$ cat src/rtl/dlpe_bank_ctrl_if.sv
// Write/initialisation request port between a register-interface master and the
// DLPE latch-bank write sequencer.
interface dlpe_bank_ctrl_if #(
   parameter int unsigned AW = 3,
   parameter int unsigned DW = 8
);
   logic          WR_REQ;
   logic [AW-1:0] WR_ADDR;
   logic [DW-1:0] WR_DATA;
   logic          INIT_REQ;
   logic          WR_ACK;
   logic          WR_ERR;
   logic          BUSY;

   modport master (
      output WR_REQ, WR_ADDR, WR_DATA, INIT_REQ,
      input  WR_ACK, WR_ERR, BUSY
   );

   modport slave (
      input  WR_REQ, WR_ADDR, WR_DATA, INIT_REQ,
      output WR_ACK, WR_ERR, BUSY
   );
endinterface

$ cat src/rtl/dlpe_bank_ctrl.sv
// Write sequencer for a bank of DLPE latch words: orders data/enable setup, gate
// pulse and hold, and drives the bank-wide PRESET on reset or on request.
module dlpe_bank_ctrl #(
   parameter int unsigned NWORDS    = 8,
   parameter int unsigned AW        = 3,
   parameter int unsigned DW        = 8,
   parameter int unsigned SETUP_CYC = 1,
   parameter int unsigned GATE_CYC  = 2,
   parameter int unsigned HOLD_CYC  = 1,
   parameter int unsigned PRST_CYC  = 2
) (
   input  logic              CLK,
   input  logic              CLEAR,
   dlpe_bank_ctrl_if.slave   wr,
   output logic              L_PRESET,
   output logic              L_G,
   output logic [NWORDS-1:0] L_CE,
   output logic [DW-1:0]     L_D
);
   localparam int unsigned MAX_SG = (SETUP_CYC > GATE_CYC) ? SETUP_CYC : GATE_CYC;
   localparam int unsigned MAX_HP = (HOLD_CYC > PRST_CYC) ? HOLD_CYC : PRST_CYC;
   localparam int unsigned MAX_C  = (MAX_SG > MAX_HP) ? MAX_SG : MAX_HP;
   localparam int unsigned CW     = $clog2(MAX_C + 1);

   localparam logic [2:0] ST_INIT  = 3'd0;
   localparam logic [2:0] ST_IDLE  = 3'd1;
   localparam logic [2:0] ST_SETUP = 3'd2;
   localparam logic [2:0] ST_OPEN  = 3'd3;
   localparam logic [2:0] ST_HOLD  = 3'd4;

   logic [2:0]        state, state_n;
   logic [CW-1:0]     cnt, cnt_n;
   logic              preset_n, g_n, ack_q, ack_n, err_q, err_n, busy_q, busy_n;
   logic [NWORDS-1:0] ce_n;
   logic [DW-1:0]     d_n;
   logic              last, addr_bad;

   assign last     = (cnt == CW'(1));
   assign addr_bad = ({1'b0, wr.WR_ADDR} >= (AW+1)'(NWORDS));

   assign wr.WR_ACK = ack_q;
   assign wr.WR_ERR = err_q;
   assign wr.BUSY   = busy_q;

   // Reset lands in INIT so the bank is preset for PRST_CYC edges after release.
   always_ff @(posedge CLK or posedge CLEAR) begin
      if (CLEAR) begin
         state    <= ST_INIT;
         cnt      <= CW'(PRST_CYC);
         L_PRESET <= 1'b1;
         L_G      <= 1'b0;
         L_CE     <= '0;
         L_D      <= '0;
         ack_q    <= 1'b0;
         err_q    <= 1'b0;
         busy_q   <= 1'b1;
      end else begin
         state    <= state_n;
         cnt      <= cnt_n;
         L_PRESET <= preset_n;
         L_G      <= g_n;
         L_CE     <= ce_n;
         L_D      <= d_n;
         ack_q    <= ack_n;
         err_q    <= err_n;
         busy_q   <= busy_n;
      end
   end

   // Next state and next registered outputs; latch controls hold unless changed.
   always_comb begin
      state_n  = state;
      cnt_n    = cnt;
      preset_n = L_PRESET;
      g_n      = L_G;
      ce_n     = L_CE;
      d_n      = L_D;
      busy_n   = busy_q;
      ack_n    = 1'b0;
      err_n    = 1'b0;

      case (state)
         ST_INIT: begin
            if (last) begin
               state_n  = ST_IDLE;
               preset_n = 1'b0;
               busy_n   = 1'b0;
            end else begin
               cnt_n = cnt - CW'(1);
            end
         end
         ST_IDLE: begin
            // A request seen during the ack cycle is the one just completed.
            if (wr.INIT_REQ) begin
               state_n  = ST_INIT;
               cnt_n    = CW'(PRST_CYC);
               preset_n = 1'b1;
               busy_n   = 1'b1;
            end else if (!ack_q && wr.WR_REQ) begin
               if (addr_bad) begin
                  ack_n = 1'b1;
                  err_n = 1'b1;
               end else begin
                  state_n = ST_SETUP;
                  cnt_n   = CW'(SETUP_CYC);
                  ce_n    = NWORDS'(1) << wr.WR_ADDR;
                  d_n     = wr.WR_DATA;
                  busy_n  = 1'b1;
               end
            end
         end
         ST_SETUP: begin
            if (last) begin
               state_n = ST_OPEN;
               cnt_n   = CW'(GATE_CYC);
               g_n     = 1'b1;
            end else begin
               cnt_n = cnt - CW'(1);
            end
         end
         ST_OPEN: begin
            if (last) begin
               state_n = ST_HOLD;
               cnt_n   = CW'(HOLD_CYC);
               g_n     = 1'b0;
            end else begin
               cnt_n = cnt - CW'(1);
            end
         end
         ST_HOLD: begin
            if (last) begin
               state_n = ST_IDLE;
               ce_n    = '0;
               ack_n   = 1'b1;
               busy_n  = 1'b0;
            end else begin
               cnt_n = cnt - CW'(1);
            end
         end
         default: begin
            state_n  = ST_INIT;
            cnt_n    = CW'(PRST_CYC);
            preset_n = 1'b1;
            g_n      = 1'b0;
            ce_n     = '0;
            busy_n   = 1'b1;
         end
      endcase
   end
endmodule

$ cat src/flat_wrapper.sv
// flat-port wrapper written by rule: the top's interface ports become plain ports
module dlpe_bank_ctrl_flat 
#(
   parameter int unsigned NWORDS    = 8,
   parameter int unsigned AW        = 3,
   parameter int unsigned DW        = 8,
   parameter int unsigned SETUP_CYC = 1,
   parameter int unsigned GATE_CYC  = 2,
   parameter int unsigned HOLD_CYC  = 1,
   parameter int unsigned PRST_CYC  = 2
)
  (CLK, CLEAR, L_PRESET, L_G, L_CE, L_D, wr_WR_REQ, wr_WR_ADDR, wr_WR_DATA, wr_INIT_REQ, wr_WR_ACK, wr_WR_ERR, wr_BUSY);
  dlpe_bank_ctrl_if #(.AW(AW), .DW(DW)) wr_i ();
  input  logic CLK;
  input  logic CLEAR;
  output logic L_PRESET;
  output logic L_G;
  output logic [NWORDS-1:0] L_CE;
  output logic [DW-1:0] L_D;
  input wire logic [$bits(wr_i.WR_REQ)-1:0] wr_WR_REQ;
  input wire logic [$bits(wr_i.WR_ADDR)-1:0] wr_WR_ADDR;
  input wire logic [$bits(wr_i.WR_DATA)-1:0] wr_WR_DATA;
  input wire logic [$bits(wr_i.INIT_REQ)-1:0] wr_INIT_REQ;
  output wire logic [$bits(wr_i.WR_ACK)-1:0] wr_WR_ACK;
  output wire logic [$bits(wr_i.WR_ERR)-1:0] wr_WR_ERR;
  output wire logic [$bits(wr_i.BUSY)-1:0] wr_BUSY;
  assign wr_i.WR_REQ = wr_WR_REQ;
  assign wr_i.WR_ADDR = wr_WR_ADDR;
  assign wr_i.WR_DATA = wr_WR_DATA;
  assign wr_i.INIT_REQ = wr_INIT_REQ;
  assign wr_WR_ACK = wr_i.WR_ACK;
  assign wr_WR_ERR = wr_i.WR_ERR;
  assign wr_BUSY = wr_i.BUSY;
  dlpe_bank_ctrl #(.NWORDS(NWORDS), .AW(AW), .DW(DW), .SETUP_CYC(SETUP_CYC), .GATE_CYC(GATE_CYC), .HOLD_CYC(HOLD_CYC), .PRST_CYC(PRST_CYC)) u_core (.CLK(CLK), .CLEAR(CLEAR), .wr(wr_i), .L_PRESET(L_PRESET), .L_G(L_G), .L_CE(L_CE), .L_D(L_D));
endmodule
$ cat config.mk
export PLATFORM = sky130hd
export DESIGN_NAME = dlpe_bank_ctrl_flat
export DESIGN_NICKNAME = d
export VERILOG_FILES = /design/src/rtl/dlpe_bank_ctrl_if.sv /design/src/rtl/dlpe_bank_ctrl.sv /design/src/flat_wrapper.sv
export SDC_FILE = /design/constraint.sdc
export NUM_CORES = 1
export LEC_CHECK = 0
export CORE_ASPECT_RATIO = 2
export CORE_MARGIN = 10
export CORE_UTILIZATION = 35
export DETAILED_ROUTE_END_ITERATION = 6
export GPL_TIMING_DRIVEN = 0
export PLACE_DENSITY_LB_ADDON = 0.1
export SETUP_SLACK_MARGIN = 0.05
export SLEW_MARGIN = 20
export SYNTH_ARGS = -nofsm -noshare
export SYNTH_HDL_FRONTEND = slang
export SYNTH_SLANG_ARGS = --single-unit
$ cat constraint.sdc
create_clock -name CLK -period 2.1 [get_ports CLK]
set_clock_uncertainty 0.1 [all_clocks]
set_input_delay 0.42 -clock CLK [delete_from_list [all_inputs] [get_ports CLK]]
set_output_delay 0.42 -clock CLK [all_outputs]
set_load 0.005 [all_outputs]
==> results of run 1 <==
## final cells by class
class / instances / area [µm²]
inverters: 7 / 26.28
clock buffers: 3 / 41.29
plain buffers: 6 / 35.03
repair buffers: 34 / 340.3
multi-input cells: 75 / 631.9
fillers: 351 / 1876
well taps: 49 / 61.31
flip-flops and latches: 25 / 629.4
clock inverters: 1 / 5.005
## cells by family (layout without fill, tap and decap cells)
| kind of cell | Yosys count | after routing |
|---|---|---|
| compound gates | 15 | 15 |
| mux | 20 | 20 |
| fa+ha+maj | 3 | 3 |
| flops | 25 | 25 |
| other cells | 1 | 1 |
| buf+inv | 13 | 51 |
| simple gates | 36 | 36 |
## worst register-to-register path: cells and delay by family (launching register included)
family	cells	cell delay [ns]
adders and majority gates	1	0.17
buffers and inverters	2	0.27
and+or+nand+nor	1	0.22
AOI/OAI and AO/OA	1	0.18
DFF	1	0.55
muxes	1	0.33
## power by group through the flow
stage / Sequential, W / Clock, W / Combinational [W]
after floorplan: 0.000777 / 0 / 0.000577
after global placement: 0.000769 / 0 / 0.000979
after detailed placement: 0.000781 / 0 / 0.000996
after CTS: 0.000773 / 0.000292 / 0.00101
after global routing: 0.000791 / 0.000312 / 0.00109
final: 0.000768 / 0.000280 / 0.000985
## worst paths after layout
path                                 startpoint               to  cells past startpoint
worst max register to register    u_core.cnt[1]   u_core.L_CE[7]                      6
max in group asynchronous                 CLEAR    u_core.cnt[0]                      2
worst min register to register  u_core.L_PRESET  u_core.L_PRESET                      2
worst max-delay path                wr_INIT_REQ   u_core.L_CE[7]                      4
worst min-delay path            u_core.L_PRESET  u_core.L_PRESET                      2
min in group asynchronous                 CLEAR   u_core.L_CE[3]                      2
## routing by layer
| layer | track usage | vias to the layer above |
|---|---|---|
| li1 | - | 466 |
| met5 | 0 | - |
| met4 | 0.05189 | 0 |
| met2 | 0.1575 | 22 |
| met1 | 0.09276 | 470 |
| met3 | 0.01773 | 6 |
## registers in the layout (all words and copies together), names as in the netlist
signal,cells
u_core.L_CE,8
u_core.L_D,8
u_core.state,3
u_core.cnt,2
u_core.L_G,1
u_core.L_PRESET,1
u_core.wr.BUSY,1
u_core.wr.WR_ACK,1
## placed cells by master (no fill, tap or decap), drive strengths merged
cell and n:
nand2b 5, o2bb2ai 1, or4b 1, o22ai 1, a311o 1, mux2 16, ha 3, or4bb 1
conb 1, nor4bb 1, a211oi 1, a2bb2oi 2, inv 7, clkbuf 6, clkdlybuf4s50 34, a22oi 2
a32o 1, dfstp 3, o21ai 2, nor3 4, a32oi 1, nor2 9, nor4b 1, a21oi 2
mux2i 4, nand2 10, buf 3, nor2b 2, a21boi 1, clkinv 1, nor3b 1, dfrtp 22
nand3 1
## stage by stage
stage | util | instance area [µm²] | hold slack (ns)
2_1_floorplan | - | 1318 | 0.3451
3_3_place_gp | 0.4715 | 1719 | 0.3707
3_5_place_dp | 0.4715 | 1719 | 0.3714
4_1_cts | 0.4856 | 1770 | 0.3843
5_1_grt | 0.4856 | 1770 | 0.4136
6_report | 0.4856 | 1770 | 0.3832
==> summary.txt, run 1 <==
Final layout
  • Ratio of cells with drive above 1 in the final layout: 0.1987
  • Layout overhead on the synthesized area: 34.38%
  • Nets@finish: 170
  • Antenna cell count: 0
  • Fin cells: 200

Pwr
  • Logic pwr share: 0.485
  • Peak supply drop: 0.6866 mV
  • Power Density: 1148 nW/µm²
  • Tot Pwr: 0.002032 W
  • Sequential share of power: 0.378
  • Int Pwr: 0.001362 W
  • Switching Fraction: 0.3299
  • Leakage power: 0.7640 nW
  • Net switching power: 0.0006705 W
  • Power share of the clock group: 0.138

Floorplanning
  • Die footprint: 6767 µm²
  • Core area: 3646 µm²
  • # IOs: 36
  • Site Rows: 31
  • Starting density of the core: 0.3614
  • Die Span X: 63.39 µm
  • Die Height: 106.8 µm

Synth
  • Primary FF master, synth: dfrtp_1
  • Synth Area in Adders: 0.02849
  • Async S/R FF share, synth: 1.000
  • XOR/XNOR share of the synthesized area: 0
  • Sequential share of the synthesized area: 0.4777
  • Compound-Gate Fraction of Synth Area: 0.09877
  • Largest family of logic cells by synthesized area: multiplexers
  • Synth Register Bits: 25
  • Post-Syn Area: 1318 µm²
  • Simple-gate portion of the synthesized area: 0.1557
  • Syn Nets: 131
  • Top cell type's share of synthesized area: 0.4179
  • Synthesized area per cell: 11.66 µm²
  • Most common cell in the netlist: dfrtp_1
  • Yosys cell types: 35
  • Multiplexer share of the synthesized area: 0.1899
  • Synth top cells by count: dfrtp_1 (22), nand2_1 (9), nor2_1 (9)
  • Synth top area cells: dfrtp_1 (42%), mux2_4 (9.1%), mux2_2 (6.8%), dfstp_2 (6.0%), mux2i_1 (3.0%)
  • Number of synthesized flops with an enable pin: 0
  • Dominant cell type by area after synthesis: dfrtp_1
  • YS warnings: 0
  • Mapped Cells: 113

Clocking
  • Clock Sinks: 25
  • Post-cts repair resize count: 1
  • Clock Tree Root: clkbuf_8
  • Total CTS buffers: 3
  • CTS tree: done
  • Post-CTS Setup Repair Bufs: 0
  • H-Tree Level Count: 1
  • Worst-case clock buffer depth: 2
  • Worst-Skew Late Latency: 0.27 ns
  • Worst-path clk slew: 0.09 ns
  • Hold_buf cts: 0

Critical path
  • CP endpoint kind: register
  • Worst path required time: 2.15 ns
  • Setup Crit Path Kind: primary input to register
  • Cell family with most CP delay: buffers and inverters
  • Slowest CP cell: clkdlybuf4s50_1
  • CP cell instances: clkdlybuf4s50_1 -> nor4b_4 -> o2bb2ai_4 -> mux2_4
  • WP data arrival: 1.99 ns
  • Startpoint types: primary input
  • CP Buf/Inv Count: 1
  • Crit-path max FO: 8
  • R2r setup slk: 0.17 ns
  • Worst path max stage delay: 0.51 ns

Timing
  • Max Fclk: 0.5154 GHz
  • Fin crit share: 0.9239
  • Setup TNS: 0 ns
  • Hold Vio Cnt, Final: 0
  • Slew Limit Fails: 0
  • RSZ-0062 raised after global routing: false
  • Min cycle time layout: 1.940 ns
  • Final setup margin: 0.1599 ns
  • Slew HR: 0.3879
  • Tightest Pin Transition: 0.9171 ns
  • Final setup viols: 0

Drt
  • Post-DR wirelength/cell: 14.85 µm
  • Routed wl met3: 111 µm
  • Vias per inst: 4.820
  • DR pass1 iterations: 4
  • Met1 Routed Length: 1140 µm
  • Number of remaining DRC errors: 0
  • Routed Antenna Nets: 0
  • DR iter-0 viols: 12
  • WL final: 2970 µm
  • Highest Signal Layer: met4
  • DR WL met2: 1644 µm
  • Via count: 964

Placement
  • Placed Instances: 196
  • Pre-CTS setup slack: -0.1221 ns
  • Hpwl dp: 2386 µm
  • Buffers on Ports: 34
  • GP Congestion: 0.8418

GRT
  • First-pass GRT wire length: 4905 µm
  • Largest net degree at the start of global routing: 26
  • Vias in the first global route: 1040
  • Total GRT Usage: 0.08848
  • Final global-route overflow total: 0
  • Initial antenna violation count: 0

Outcome
  • Status: complete, no violations

Job
  • Max cap viols: 0

Worst hold path
  • Hold Path Class: register to register
Note: power is estimated with default switching activity, not from simulation.
==> inputs of run 2 (changes only) <==
--- a/config.mk
+++ b/config.mk
@@ -10,6 +10,7 @@
 export CORE_UTILIZATION = 35
 export DETAILED_ROUTE_END_ITERATION = 6
 export GPL_TIMING_DRIVEN = 0
+export HOLD_SLACK_MARGIN = 0.1
 export PLACE_DENSITY_LB_ADDON = 0.1
 export SETUP_SLACK_MARGIN = 0.05
 export SLEW_MARGIN = 20
==> results of run 2 <==
No change in the layout: final DEF, timing and power equal those of run 1.
